<file path="src/rtl/vga_timing_pkg.sv">
// vga_timing_pkg: shared phase encoding and default 640x480@60 timing constants
package vga_timing_pkg;
  typedef enum logic [1:0] {PH_SYNC, PH_BP, PH_ACTIVE, PH_FP} phase_t;
  localparam int H_ACTIVE_DEF = 640;
  localparam int H_FP_DEF     = 16;
  localparam int H_SYNC_DEF   = 96;
  localparam int H_BP_DEF     = 48;
  localparam int V_ACTIVE_DEF = 480;
  localparam int V_FP_DEF     = 10;
  localparam int V_SYNC_DEF   = 2;
  localparam int V_BP_DEF     = 33;
  function automatic phase_t next_phase(phase_t p);
    return phase_t'(p + 2'd1);
  endfunction
endpackage

</file>
<file path="src/rtl/vga_axis_counter.sv">
// vga_axis_counter: position counter, wrap strobe and SYNC/BP/ACTIVE/FP phase machine for one axis
module vga_axis_counter import vga_timing_pkg::*; #(
  parameter int SYNC   = 96,
  parameter int BP     = 48,
  parameter int ACTIVE = 640,
  parameter int FP     = 16,
  parameter int CW     = 16
) (
  input  logic          clk,
  input  logic          rst,
  input  logic          adv,
  output logic [CW-1:0] count,
  output logic [CW-1:0] count_nxt,
  output phase_t        phase_nxt,
  output logic          wrap
);
  localparam int TOTAL = SYNC + BP + ACTIVE + FP;
  localparam logic [CW-1:0] END_SYNC = CW'(SYNC - 1);
  localparam logic [CW-1:0] END_BP   = CW'(SYNC + BP - 1);
  localparam logic [CW-1:0] END_ACT  = CW'(SYNC + BP + ACTIVE - 1);
  localparam logic [CW-1:0] LAST     = CW'(TOTAL - 1);
  if (SYNC < 1 || BP < 1 || ACTIVE < 1 || FP < 1) begin : g_bad_len
    $error("vga_axis_counter: every phase length must be at least 1");
  end
  if (64'(TOTAL) > (64'd1 << CW)) begin : g_bad_total
    $error("vga_axis_counter: axis total does not fit in CW bits");
  end
  logic [CW-1:0] count_q, count_d, phase_end;
  phase_t phase_q, phase_d;
  // next count and phase: each phase hands over to the next on its last count
  always_comb begin
    phase_end = phase_q == PH_SYNC ? END_SYNC : phase_q == PH_BP ? END_BP : phase_q == PH_ACTIVE ? END_ACT : LAST;
    wrap = adv && count_q == LAST;
    count_d = !adv ? count_q : wrap ? '0 : count_q + CW'(1);
    phase_d = adv && count_q == phase_end ? next_phase(phase_q) : phase_q;
  end
  // count and phase state registers
  always_ff @(posedge clk) begin
    if (rst) begin
      count_q <= '0;
      phase_q <= PH_SYNC;
    end else begin
      count_q <= count_d;
      phase_q <= phase_d;
    end
  end
  assign count     = count_q;
  assign count_nxt = count_d;
  assign phase_nxt = phase_d;
endmodule

</file>
<file path="src/rtl/vga_timing_gen.sv">
// vga_timing_gen: VGA sync/blanking/coordinate generator with all outputs registered and aligned to the counts
module vga_timing_gen import vga_timing_pkg::*; #(
  parameter int H_ACTIVE = H_ACTIVE_DEF,
  parameter int H_FP     = H_FP_DEF,
  parameter int H_SYNC   = H_SYNC_DEF,
  parameter int H_BP     = H_BP_DEF,
  parameter int V_ACTIVE = V_ACTIVE_DEF,
  parameter int V_FP     = V_FP_DEF,
  parameter int V_SYNC   = V_SYNC_DEF,
  parameter int V_BP     = V_BP_DEF,
  parameter bit HS_POL   = 1'b0,
  parameter bit VS_POL   = 1'b0,
  parameter int CW       = 16
) (
  input  logic          clk,
  input  logic          reset,
  input  logic          pix_en,
  output logic          hSync,
  output logic          vSync,
  output logic          bright,
  output logic [CW-1:0] hCount,
  output logic [CW-1:0] vCount,
  output logic [CW-1:0] x,
  output logic [CW-1:0] y,
  output logic          line_start,
  output logic          frame_start,
  output logic          vblank
);
  localparam logic [CW-1:0] H_OFF = CW'(H_SYNC + H_BP);
  localparam logic [CW-1:0] V_OFF = CW'(V_SYNC + V_BP);
  logic [CW-1:0] h_cnt_d, v_cnt_d, x_d, y_d, x_q, y_q;
  phase_t h_ph_d, v_ph_d;
  logic h_wrap, v_wrap;
  logic hsync_d, vsync_d, bright_d, vblank_d, line_start_d, frame_start_d;
  logic hsync_q, vsync_q, bright_q, vblank_q, line_start_q, frame_start_q;
  vga_axis_counter #(.SYNC(H_SYNC), .BP(H_BP), .ACTIVE(H_ACTIVE), .FP(H_FP), .CW(CW)) u_h (
    .clk(clk), .rst(reset), .adv(pix_en), .count(hCount),
    .count_nxt(h_cnt_d), .phase_nxt(h_ph_d), .wrap(h_wrap)
  );
  vga_axis_counter #(.SYNC(V_SYNC), .BP(V_BP), .ACTIVE(V_ACTIVE), .FP(V_FP), .CW(CW)) u_v (
    .clk(clk), .rst(reset), .adv(h_wrap), .count(vCount),
    .count_nxt(v_cnt_d), .phase_nxt(v_ph_d), .wrap(v_wrap)
  );
  // outputs derived from the next counts/phases so they land alongside the counters
  always_comb begin
    bright_d      = h_ph_d == PH_ACTIVE && v_ph_d == PH_ACTIVE;
    hsync_d       = h_ph_d == PH_SYNC ? HS_POL : !HS_POL;
    vsync_d       = v_ph_d == PH_SYNC ? VS_POL : !VS_POL;
    vblank_d      = v_ph_d != PH_ACTIVE;
    x_d           = bright_d ? h_cnt_d - H_OFF : '0;
    y_d           = bright_d ? v_cnt_d - V_OFF : '0;
    line_start_d  = h_wrap;
    frame_start_d = h_wrap && v_wrap;
  end
  // output registers
  always_ff @(posedge clk) begin
    if (reset) begin
      hsync_q       <= HS_POL;
      vsync_q       <= VS_POL;
      bright_q      <= 1'b0;
      vblank_q      <= 1'b1;
      x_q           <= '0;
      y_q           <= '0;
      line_start_q  <= 1'b0;
      frame_start_q <= 1'b0;
    end else begin
      hsync_q       <= hsync_d;
      vsync_q       <= vsync_d;
      bright_q      <= bright_d;
      vblank_q      <= vblank_d;
      x_q           <= x_d;
      y_q           <= y_d;
      line_start_q  <= line_start_d;
      frame_start_q <= frame_start_d;
    end
  end
  assign hSync       = hsync_q;
  assign vSync       = vsync_q;
  assign bright      = bright_q;
  assign vblank      = vblank_q;
  assign x           = x_q;
  assign y           = y_q;
  assign line_start  = line_start_q;
  assign frame_start = frame_start_q;
endmodule

</file>
<file path="config.mk">
export PLATFORM = sky130hd
export DESIGN_NAME = vga_timing_gen
export DESIGN_NICKNAME = d
export VERILOG_FILES = /design/src/rtl/vga_timing_pkg.sv /design/src/rtl/vga_axis_counter.sv /design/src/rtl/vga_timing_gen.sv
export SDC_FILE = /design/constraint.sdc
export NUM_CORES = 1
export LEC_CHECK = 0
export ABC_AREA = 1
export CAP_MARGIN = 20
export CORE_MARGIN = 2
export CORE_UTILIZATION = 53
export DETAILED_ROUTE_END_ITERATION = 6
export PLACE_DENSITY = 0.87
export SLEW_MARGIN = 20
export SYNTH_ARGS = -nofsm -noshare
export SYNTH_HDL_FRONTEND = slang
export SYNTH_SLANG_ARGS = --single-unit
</file>
<file path="constraint.sdc">
create_clock -name clk -period 2.8 [get_ports clk]
set_clock_uncertainty 0.05 [all_clocks]
set_input_delay 0.42 -clock clk [delete_from_list [all_inputs] [get_ports clk]]
set_output_delay 0.42 -clock clk [all_outputs]
set_load 0.1 [all_outputs]
</file>
==> results.sh, run 1 <==
export IMPL_status="finished clean"
export IMPL_relSlewSlack_pct=66.0
export IMPL_seq_area_um2=1490
export IMPL_required_ns=3.05
export IMPL_cts_tree="done"
export IMPL_die_x_um=93.6
export IMPL_r2r_slack_ns=0.30
export IMPL_cts_buffer_depth=2
export IMPL_endpoint_kind="register"
export IMPL_max_freq_mhz=400
export IMPL_clkLatencyLatePin_ns=0.36
export IMPL_synth_nets=662
export IMPL_viasPerCell=5.40
export IMPL_start_kind="register"
export IMPL_synth_area_leaders="dfxtp_1, nand2_1, nor2_1"
export IMPL_hold_path_end="u_h.phase_q[1]"
export IMPL_ant_nets=0
export IMPL_max_cap_violations=0
export IMPL_power_leakage_nw=2.51
export IMPL_cts_max_level=3
export IMPL_synthMuxAreaShare_pct=0
export IMPL_grt_max_degree=39
export IMPL_ys_warn_count=0
export IMPL_synth_area_leader_cell="dfxtp_1"
export IMPL_portBuffers=72
export IMPL_postLayoutCellArea_um2=5120
export IMPL_die_area_um2=8760
export IMPL_peakVddDrop_mv=0.251
export IMPL_via_count=4499
export IMPL_first_iter_violations=420
export IMPL_avgSynthCellArea_um2=6.56
export IMPL_drc=0
export IMPL_critPathArrivalTime_ns=2.75
export IMPL_post_route_period_util_pct=89.4
export IMPL_synth_edff_count=0
export IMPL_netlist_area_um2=4260
export IMPL_n_fill_cell=684
export IMPL_ys_flop_type="dfxtp_1"
export IMPL_diodes=0
export IMPL_antenna_found_initial=0
export IMPL_p_total_mw=1.97
export IMPL_finalCriticalPeriod_ns=2.50
export IMPL_fp_row_count=32
export IMPL_synthAdderAreaFrac_pct=2.94
export IMPL_final_setup_viol_count=0
export IMPL_start_util_pct=54.8
export IMPL_postCtsHoldBufs=0
export IMPL_rr_worst_depth=17
export IMPL_wl_per_cell_um=13.9
export IMPL_critPathMaxFanout=10
export IMPL_power_density_nw_per_um2=384
export IMPL_root_buffer="clkbuf_8"
export IMPL_synth_cells=649
export IMPL_cts_buffers=9
export IMPL_slew_violations=0
export IMPL_overflow=0
export IMPL_drive_gt1_share_pct=21.9
export IMPL_place_area_um2=4920
export IMPL_place_congestion=0.945
export IMPL_crit_type="register to register"
export IMPL_yosysUniqueCellTypes=41
export IMPL_synth_common_cells="nand2_1, nor2_1, dfxtp_1"
export IMPL_first_global_vias=4177
export IMPL_io_pins=73
export IMPL_synth_compound_area_share_pct=7.17
export IMPL_reg2reg_to="y[10]"
export IMPL_finalHoldViolations=0
export IMPL_area_delta_synth_final_pct=20.4
export IMPL_rsz0062_at_grt="false"
export IMPL_final_nets=739
export IMPL_synth_most_common_cell="nand2_1"
export IMPL_grt_use_total_pct=27.2
export IMPL_min_path_cells=2
export IMPL_synth_xor_area_share_pct=3.29
export IMPL_hp_start="u_h.phase_q[1]"
export IMPL_coreArea_um2=7770
export IMPL_die_h_um=93.6
export IMPL_synth_top_family_by_area="simple AND/OR/NAND/NOR gates"
export IMPL_routed_wl_mm=11.6
export IMPL_ys_seq_elements=74
export IMPL_max_slew_worst_pin_slew_ns=0.505
export IMPL_grt_pass1_wl_mm=19.0
export IMPL_hpwlAfterDp_mm=8.59
export IMPL_clkTransAtPathRegs_ns=0.09
export IMPL_synth_simple_area_share_pct=42.3
export IMPL_firstDrtPassIters=7
export IMPL_synth_top_area_share_pct=34.8
export IMPL_multiInputGateArea_um2=2370
export IMPL_seq_area_frac_synth_pct=34.8
export IMPL_r2r_start="u_v.count[0]"
export IMPL_hold_class="register to register"
export IMPL_async_flop_share_pct=0
export IMPL_clock_sinks=74
export IMPL_final_util_pct=65.9
==> cells by family (layout without fill, tap and decap cells) <==
logic type	count (synthesis)	in the layout
flops	74	74
compound gates	52	52
buf+inv	96	178
fa+ha+maj	10	10
xor+xnor	16	16
simple gates	401	401
==> final cells by class <==
type                    instances  area share, %
well taps                     102           2.49
clock inverters                 7           1.44
repair buffers                 81           12.2
multi-input cells             479           46.4
inverters                      81           5.96
clock buffers                   9           2.42
flip-flops and latches         74           29.1
==> layer usage <==
layer	up-vias	wire length, um	global-route usage (%)
met5	-	0	0
met2	205	5310	42.9
met1	2071	5190	37.4
met4	0	258	10.6
li1	2196	-	-
met3	27	831	4.11
==> metrics by stage <==
| stage | TNS [ns] | hold WS [ns] | instances | setup WS, ns |
|---|---|---|---|---|
| 3_3_place_gp | 0 | 0.446 | 817 | 0.126 |
| 6_report | 0 | 0.481 | 833 | 0.298 |
| 4_1_cts | 0 | 0.490 | 833 | 0.313 |
| 3_5_place_dp | -0.0392 | 0.476 | 817 | -0.0338 |
| 2_1_floorplan | 0 | 0.425 | 649 | 0.0434 |
| 5_1_grt | 0 | 0.543 | 833 | 0.0691 |
==> timing repair <==
item,CTS,global route
hold endpoints to repair,0,0
endpoints found under the setup margin,0,1
gates resized for setup,0,1
buffers inserted,0,0
==> report_power, final <==
group,switching (mW),leakage (nW),internal (mW)
Combinational,0.0369,1.81,0.0108
Sequential,0.00367,0.600,1.05
Clock,0.446,0.100,0.418
Total,0.486,2.51,1.48
==> state kept, by name (all words and copies together) (netlist names) <==
signal / cells
bright: 1
frame_start: 1
hSync: 1
line_start: 1
u_h.count: 16
u_h.phase_q: 2
u_v.count: 16
u_v.phase_q: 2
vSync: 1
vblank: 1
x: 16
y: 16
==> cell usage in the layout (no fill, tap or decap), drive strengths merged <==
cell type / count
a21boi: 1
a21o: 1
a21oi: 22
a22oi: 1
a31oi: 1
and2: 1
buf: 79
bufinv: 1
clkbuf: 9
clkdlybuf4s50: 2
clkinv: 5
clkinvlp: 1
dfxtp: 74
ha: 10
inv: 81
nand2: 165
nand3: 57
nand3b: 3
nand4: 19
nor2: 141
nor3: 9
nor4: 1
o21a: 1
o21ai: 23
o21bai: 1
o22ai: 1
or2: 5
xnor2: 2
xor2: 14
==> worst max-delay path: stages (launching register included) <==
cell and delay, ns:
dfxtp_2 0.39, inv_1 0.14, ha_1 0.22, nand3_1 0.09
nor2_1 0.15, nand2_1 0.17, nand3_1 0.16, nand2_2 0.09
ha_1 0.21, inv_1 0.06, nand3_1 0.10, nor2_2 0.16
nand2_2 0.10, nand2_4 0.09, nand3_1 0.08, nand2_1 0.06
inv_1 0.04, nor2_1 0.08
==> how the worst max path moves through the flow <==
stage	slack, ns	endpoint	from
after floorplan	0.04	y[10]	u_v.count[9]
after global placement	0.13	x[14]	pix_en
after detailed placement	-0.03	x[14]	pix_en
after CTS	0.31	x[14]	pix_en
after global routing	0.07	y[10]	u_v.count[0]
final	0.30	y[10]	u_v.count[0]
Note: power is estimated with default switching activity, not from simulation.
==> inputs of run 2 (changes only) <==
--- a/config.mk
+++ b/config.mk
@@ -9,6 +9,7 @@
 export CAP_MARGIN = 20
 export CORE_MARGIN = 2
 export CORE_UTILIZATION = 53
+export CTS_BUF_LIST = sky130_fd_sc_hd__clkbuf_8
 export DETAILED_ROUTE_END_ITERATION = 6
 export PLACE_DENSITY = 0.87
 export SLEW_MARGIN = 20
==> results of run 2 <==
Final layout, timing and power as in run 1 (identical DEF).
